`config.mk`:
```
export PLATFORM = sky130hd
export DESIGN_NAME = button_conditioner
export DESIGN_NICKNAME = d
export VERILOG_FILES = /design/src/rtl/button_conditioner_pkg.sv /design/src/rtl/button_conditioner_debounce_channel.sv /design/src/rtl/button_conditioner.sv
export SDC_FILE = /design/constraint.sdc
export NUM_CORES = 1
export LEC_CHECK = 0
export BUFFER_PORTS_ARGS = -buffer_cell sky130_fd_sc_hd__buf_4
export CORE_UTILIZATION = 45
export CTS_CLUSTER_SIZE = 12
export DETAILED_ROUTE_END_ITERATION = 16
export PLACE_DENSITY = 0.57
export SLEW_MARGIN = 10
export SYNTH_ARGS = -nofsm -noshare
export SYNTH_HDL_FRONTEND = slang
export SYNTH_HIERARCHICAL = 1
export SYNTH_SLANG_ARGS = --single-unit
```
`constraint.sdc`:
```
create_clock -name clk -period 4.1 [get_ports clk]
set_clock_uncertainty 0.05 [all_clocks]
set_input_delay 0.615 -clock clk [delete_from_list [all_inputs] [get_ports clk]]
set_output_delay 0.615 -clock clk [all_outputs]
set_load 0.02 [all_outputs]
```
`src/rtl/button_conditioner_pkg.sv`:
```
// Shared constants for the button front end: channel indices and the per-channel press FSM encoding.
package button_conditioner_pkg;

    localparam int unsigned NUM_BUTTONS = 7;

    localparam int unsigned BTN_UP    = 0;
    localparam int unsigned BTN_DOWN  = 1;
    localparam int unsigned BTN_LEFT  = 2;
    localparam int unsigned BTN_RIGHT = 3;
    localparam int unsigned BTN_START = 4;
    localparam int unsigned BTN_A     = 5;
    localparam int unsigned BTN_B     = 6;

    typedef enum logic [1:0] {
        ST_LOCKED = 2'b00,
        ST_IDLE   = 2'b01,
        ST_HELD   = 2'b10,
        ST_REPEAT = 2'b11
    } btn_state_t;

endpackage

```
`src/rtl/button_conditioner_debounce_channel.sv`:
```
// One button channel: two-flop synchronizer, stability-counter debouncer and press/auto-repeat FSM.
module debounce_channel
    import button_conditioner_pkg::*;
#(
    parameter int unsigned DEBOUNCE_CYCLES = 500000,
    parameter int unsigned REPEAT_DELAY    = 25000000,
    parameter int unsigned REPEAT_PERIOD   = 5000000,
    parameter bit          REPEAT_EN       = 1'b0
) (
    input  logic clk,
    input  logic reset,
    input  logic pressed,
    output logic held,
    output logic pulse
);

    localparam int unsigned DW   = $clog2(DEBOUNCE_CYCLES + 1);
    localparam int unsigned RMAX = (REPEAT_DELAY > REPEAT_PERIOD) ? REPEAT_DELAY : REPEAT_PERIOD;
    localparam int unsigned RW   = $clog2(RMAX + 1);

    localparam logic [DW-1:0] DB_LAST     = DW'(DEBOUNCE_CYCLES - 1);
    localparam logic [RW-1:0] DELAY_LAST  = RW'((REPEAT_DELAY == 0) ? 0 : REPEAT_DELAY - 1);
    localparam logic [RW-1:0] PERIOD_LAST = RW'(REPEAT_PERIOD - 1);
    localparam logic [RW-1:0] RCNT_SAT    = {RW{1'b1}};
    localparam bit            DO_REPEAT   = REPEAT_EN && (REPEAT_DELAY != 0);

    logic [1:0]    sync_q;
    logic [DW-1:0] db_cnt_q, db_cnt_d;
    logic          held_q, held_d;
    btn_state_t    state_q, state_d;
    logic [RW-1:0] rcnt_q, rcnt_d;
    logic          pulse_q, pulse_d;
    logic          rise_c, fall_c;

    // State register; held resets to pressed so a button down at reset stays locked out.
    always_ff @(posedge clk) begin
        if (reset) begin
            sync_q   <= 2'b00;
            db_cnt_q <= '0;
            held_q   <= 1'b1;
            state_q  <= ST_LOCKED;
            rcnt_q   <= '0;
            pulse_q  <= 1'b0;
        end else begin
            sync_q   <= {sync_q[0], pressed};
            db_cnt_q <= db_cnt_d;
            held_q   <= held_d;
            state_q  <= state_d;
            rcnt_q   <= rcnt_d;
            pulse_q  <= pulse_d;
        end
    end

    // Debouncer and FSM act on the same edge, so the pulse lines up with the held transition.
    always_comb begin
        db_cnt_d = '0;
        held_d   = held_q;
        state_d  = state_q;
        rcnt_d   = rcnt_q;
        pulse_d  = 1'b0;

        if (sync_q[1] != held_q) begin
            if (db_cnt_q == DB_LAST) begin
                held_d = ~held_q;
            end else begin
                db_cnt_d = db_cnt_q + DW'(1);
            end
        end

        rise_c = held_d & ~held_q;
        fall_c = ~held_d & held_q;

        case (state_q)
            ST_LOCKED: begin
                if (fall_c) begin
                    state_d = ST_IDLE;
                end
            end
            ST_IDLE: begin
                rcnt_d = '0;
                if (rise_c) begin
                    pulse_d = 1'b1;
                    state_d = ST_HELD;
                end
            end
            ST_HELD: begin
                if (fall_c) begin
                    state_d = ST_IDLE;
                    rcnt_d  = '0;
                end else if (DO_REPEAT && (rcnt_q == DELAY_LAST)) begin
                    pulse_d = 1'b1;
                    state_d = ST_REPEAT;
                    rcnt_d  = '0;
                end else if (rcnt_q != RCNT_SAT) begin
                    rcnt_d = rcnt_q + RW'(1);
                end
            end
            ST_REPEAT: begin
                if (fall_c) begin
                    state_d = ST_IDLE;
                    rcnt_d  = '0;
                end else if (rcnt_q == PERIOD_LAST) begin
                    pulse_d = 1'b1;
                    rcnt_d  = '0;
                end else begin
                    rcnt_d = rcnt_q + RW'(1);
                end
            end
            default: begin
                state_d = ST_LOCKED;
                rcnt_d  = '0;
            end
        endcase
    end

    assign held  = held_q;
    assign pulse = pulse_q;

endmodule

```
`src/rtl/button_conditioner.sv`:
```
// Board push-button front end: polarity normalization, seven independent conditioning channels, named pulse outputs.
module button_conditioner
    import button_conditioner_pkg::*;
#(
    parameter int unsigned               DEBOUNCE_CYCLES = 500000,
    parameter int unsigned               REPEAT_DELAY    = 25000000,
    parameter int unsigned               REPEAT_PERIOD   = 5000000,
    parameter logic [NUM_BUTTONS-1:0]    REPEAT_MASK     = 7'b0001111,
    parameter bit                        ACTIVE_LOW      = 1'b1
) (
    input  logic                   clk,
    input  logic                   reset,
    input  logic [NUM_BUTTONS-1:0] raw_buttons,
    output logic                   up_button,
    output logic                   down_button,
    output logic                   left_button,
    output logic                   right_button,
    output logic                   start_button,
    output logic                   a_button,
    output logic                   b_button,
    output logic [NUM_BUTTONS-1:0] held
);

    logic [NUM_BUTTONS-1:0] pressed_c;
    logic [NUM_BUTTONS-1:0] pulses;

    assign pressed_c = ACTIVE_LOW ? ~raw_buttons : raw_buttons;

    for (genvar i = 0; i < NUM_BUTTONS; i++) begin : g_chan
        debounce_channel #(
            .DEBOUNCE_CYCLES (DEBOUNCE_CYCLES),
            .REPEAT_DELAY    (REPEAT_DELAY),
            .REPEAT_PERIOD   (REPEAT_PERIOD),
            .REPEAT_EN       (REPEAT_MASK[i])
        ) u_chan (
            .clk     (clk),
            .reset   (reset),
            .pressed (pressed_c[i]),
            .held    (held[i]),
            .pulse   (pulses[i])
        );
    end

    assign up_button    = pulses[BTN_UP];
    assign down_button  = pulses[BTN_DOWN];
    assign left_button  = pulses[BTN_LEFT];
    assign right_button = pulses[BTN_RIGHT];
    assign start_button = pulses[BTN_START];
    assign a_button     = pulses[BTN_A];
    assign b_button     = pulses[BTN_B];

endmodule

```
==> flow_metrics.tcl <==
set metrics [dict create \
    grt_util_all_layers_pct 19.71 \
    fill_cells 3699 \
    fin_util_pct 51.29 \
    fp.dieH_um 201.1 \
    cts_tree "yes" \
    cap_viol_max_count 0 \
    async_reset_ff_share_pct 0 \
    hpwl_mm 26.99 \
    clk_pin_slew_ns 0.06 \
    drt_iter0_drc 904 \
    postRouteAntennaNets 0 \
    ys_ff_latch 350 \
    drv_slew 0 \
    synth_seq_area_share_pct 39.28 \
    finalHoldViolCount 0 \
    via_count 15400 \
    grt_pass1_wl_mm 69.09 \
    max-vdd-ir-drop_mv 0.2552 \
    port-buffer-count 22 \
    min_period_over_period_pct 83.66 \
    final_common_cell "dfxtp_1" \
    cp-startpoint "g_chan[1].u_chan/rcnt_q[6]" \
    ys_top_cells_by_area "dfxtp_1 39%, nor2_1 5.9%, xor2_1 5.3%" \
    crit_path_max_fanout 24 \
    worstHoldPathType "input port to flip-flop" \
    fmax_mhz 291.5 \
    max-slew-margin-rel_pct 36.85 \
    synth.distinct_cells 77 \
    core-area_um2 38830 \
    rr_startpoint "g_chan[1].u_chan/rcnt_q[6]" \
    start_util_pct 45.94 \
    dr.pass1.iters 5 \
    slowest_delay_ns 0.68 \
    routabilityCongestion 0.8372 \
    die_w_um 201.1 \
    final_cell_mix "350 x dfxtp_1, 279 x nor2_1, 156 x nand2_1" \
    p_leak_nw 6.741 \
    overflow 0 \
    holdWs_ns 0.2672 \
    synth_fp_nets 2156 \
    cpLargestDelayFamily "simple AND/OR/NAND/NOR gates" \
    syn_area_um2 17840 \
    cts_resized 0 \
    yosysWarnings 6 \
    setup-tns-final_ns 0 \
    dieArea_um2 40440 \
    synth_top_area_share_pct 39.28 \
    drt-total-wl_mm 39.73 \
    grt_max_degree 26 \
    drive_above_1_share_pct 7.849 \
    worst_pin_slew_ns 0.9432 \
    cts_setup_buffers 0 \
    cts.sinks 350 \
    crit_chain "or4b_1, or4_4, o41ai_4, o21bai_2, or4_1, a21oi_1" \
    path_class "flip-flop to flip-flop" \
    worstPathRequired_ns 4.53 \
    outcome "completed" \
    antenna_found_initial 0 \
    avgViaCountPerCell 5.739 \
    synth_edf_count 0 \
    cts_made_buffers 42 \
    critPathSlowestCell "o41ai_4" \
    nets 2178 \
    syn_avg_cell_area_um2 8.442 \
    rows 72 \
    cts-root-buf "clkbuf_16" \
    synth_cells 2113 \
    startpoint_type "flip-flop" \
    power.density_nw_per_um2 408.9 \
    area_growth_pct 11.64 \
    synth_area_leader_cell "dfxtp_1" \
    rsz0062_at_grt "no" \
    cts_buffer_depth 3 \
    period_minus_slack_ns 3.430 \
    synth_flop_cell "dfxtp_1" \
    routedWlPerCell_um 14.80 \
    grt_pass1_vias 14530 \
    antenna_cells 0 \
    setup_viol 0 \
    io_pins 23 \
    end_kind "flip-flop" \
    cp.arrival_ns 3.86 \
    drc 0 \
    critPathBufInv 0 \
    htreeDepth 2 \
    insertion_delay_ns 0.55 \
    hold_buffers 0 \
    hp-start "raw_buttons[2]" \
]
==> cell type report <==
cell class | instances | area, µm² | share of cell area [%]
clock inverter | 11 | 157.7 | 0.7917
clock buffer | 64 | 1277 | 6.415
sequential | 350 | 7007 | 35.18
timing repair buffer | 40 | 300.3 | 1.508
tap | 518 | 648.1 | 3.255
inverter | 57 | 214.0 | 1.074
multi-input combinational | 1644 | 10310 | 51.77
==> cell usage after synthesis, drive strengths merged, types with 7 or more instances <==
| cell | count |
|---|---|
| dfxtp | 350 |
| nor2 | 279 |
| nand2 | 156 |
| nand3 | 132 |
| xor2 | 108 |
| o21ai | 97 |
| a21oi | 95 |
| nand4 | 81 |
| or4 | 62 |
| inv | 56 |
| and3 | 51 |
| xnor2 | 49 |
| nor4 | 48 |
| nor3 | 44 |
| o31ai | 44 |
| or3 | 42 |
| buf | 34 |
| ha | 34 |
| nor2b | 33 |
| clkbuf | 28 |
| or2 | 25 |
| and4 | 22 |
| a221o | 20 |
| or4b | 18 |
| and2 | 16 |
| nor4b | 16 |
| nand2b | 15 |
| o211ai | 15 |
| o41ai | 11 |
| a22o | 8 |
| nand3b | 8 |
| o2111ai | 8 |
| a211oi | 7 |
| a22oi | 7 |
| nand4b | 7 |
| o21a | 7 |
==> metal layers <==
metal  track usage [%]  wire [µm]
met2             32.39      17850
met4             7.143        963
met5                 0          0
met3             2.575       1374
met1             26.40      19540
==> per-stage QoR <==
step	std cells	power, mW	instance area, µm²	setup slack, ns
floorplan	2113	4.235	17840	1.344
global placement	2609	4.379	18480	0.7843
detailed placement	2609	4.391	18480	0.7028
CTS	2684	8.290	19910	0.6886
global route	2684	8.509	19910	0.5285
finish	2684	8.144	19910	0.6699
==> tightest hold or removal path: stages <==
cell and delay [ns]:
buf_4 0.07, inv_1 0.02, nor2b_1 0.11
==> flip-flops by register name, summed over array words and instances, names as in the netlist <==
register	cells
g_chan.u_chan/state_q	14
g_chan.u_chan/sync_q	14
g_chan.u_chan/pulse	7
g_chan.u_chan/rcnt_q	175
g_chan.u_chan/db_cnt_q	133
g_chan.u_chan/held	7
==> report_power, final <==
part / internal (mW) / leakage (nW) / switching (mW)
Sequential: 3.47 / 2.83 / 0.0616
Combinational: 0.259 / 3.21 / 0.530
Clock: 2.39 / 0.705 / 1.44
==> path summary, 6_finish.rpt <==
| path | endpoint | cells past startpoint | slack, ns |
|---|---|---|---|
| hold reg to reg | g_chan[0].u_chan/sync_q[1] | 1 | 0.39 |
| setup / recovery | g_chan[1].u_chan/rcnt_q[21] | 6 | 0.67 |
| hold / removal | g_chan[2].u_chan/sync_q[0] | 3 | 0.27 |
| setup reg to reg | g_chan[1].u_chan/rcnt_q[21] | 6 | 0.67 |
==> kinds of logic (layout without fill, tap and decap cells) <==
logic type | Yosys count | in the layout | share of synthesized area (%)
adders and majority gates | 34 | 34 | 2.385
xor gates and xnor gates | 157 | 157 | 7.709
DFF | 350 | 350 | 39.28
buffers and inverters | 119 | 172 | 3.037
and+or+nand+nor | 1075 | 1075 | 32.75
muxes | 6 | 6 | 0.3367
AOI/OAI and AO/OA | 372 | 372 | 14.50
(Power assumes the default switching activity.)
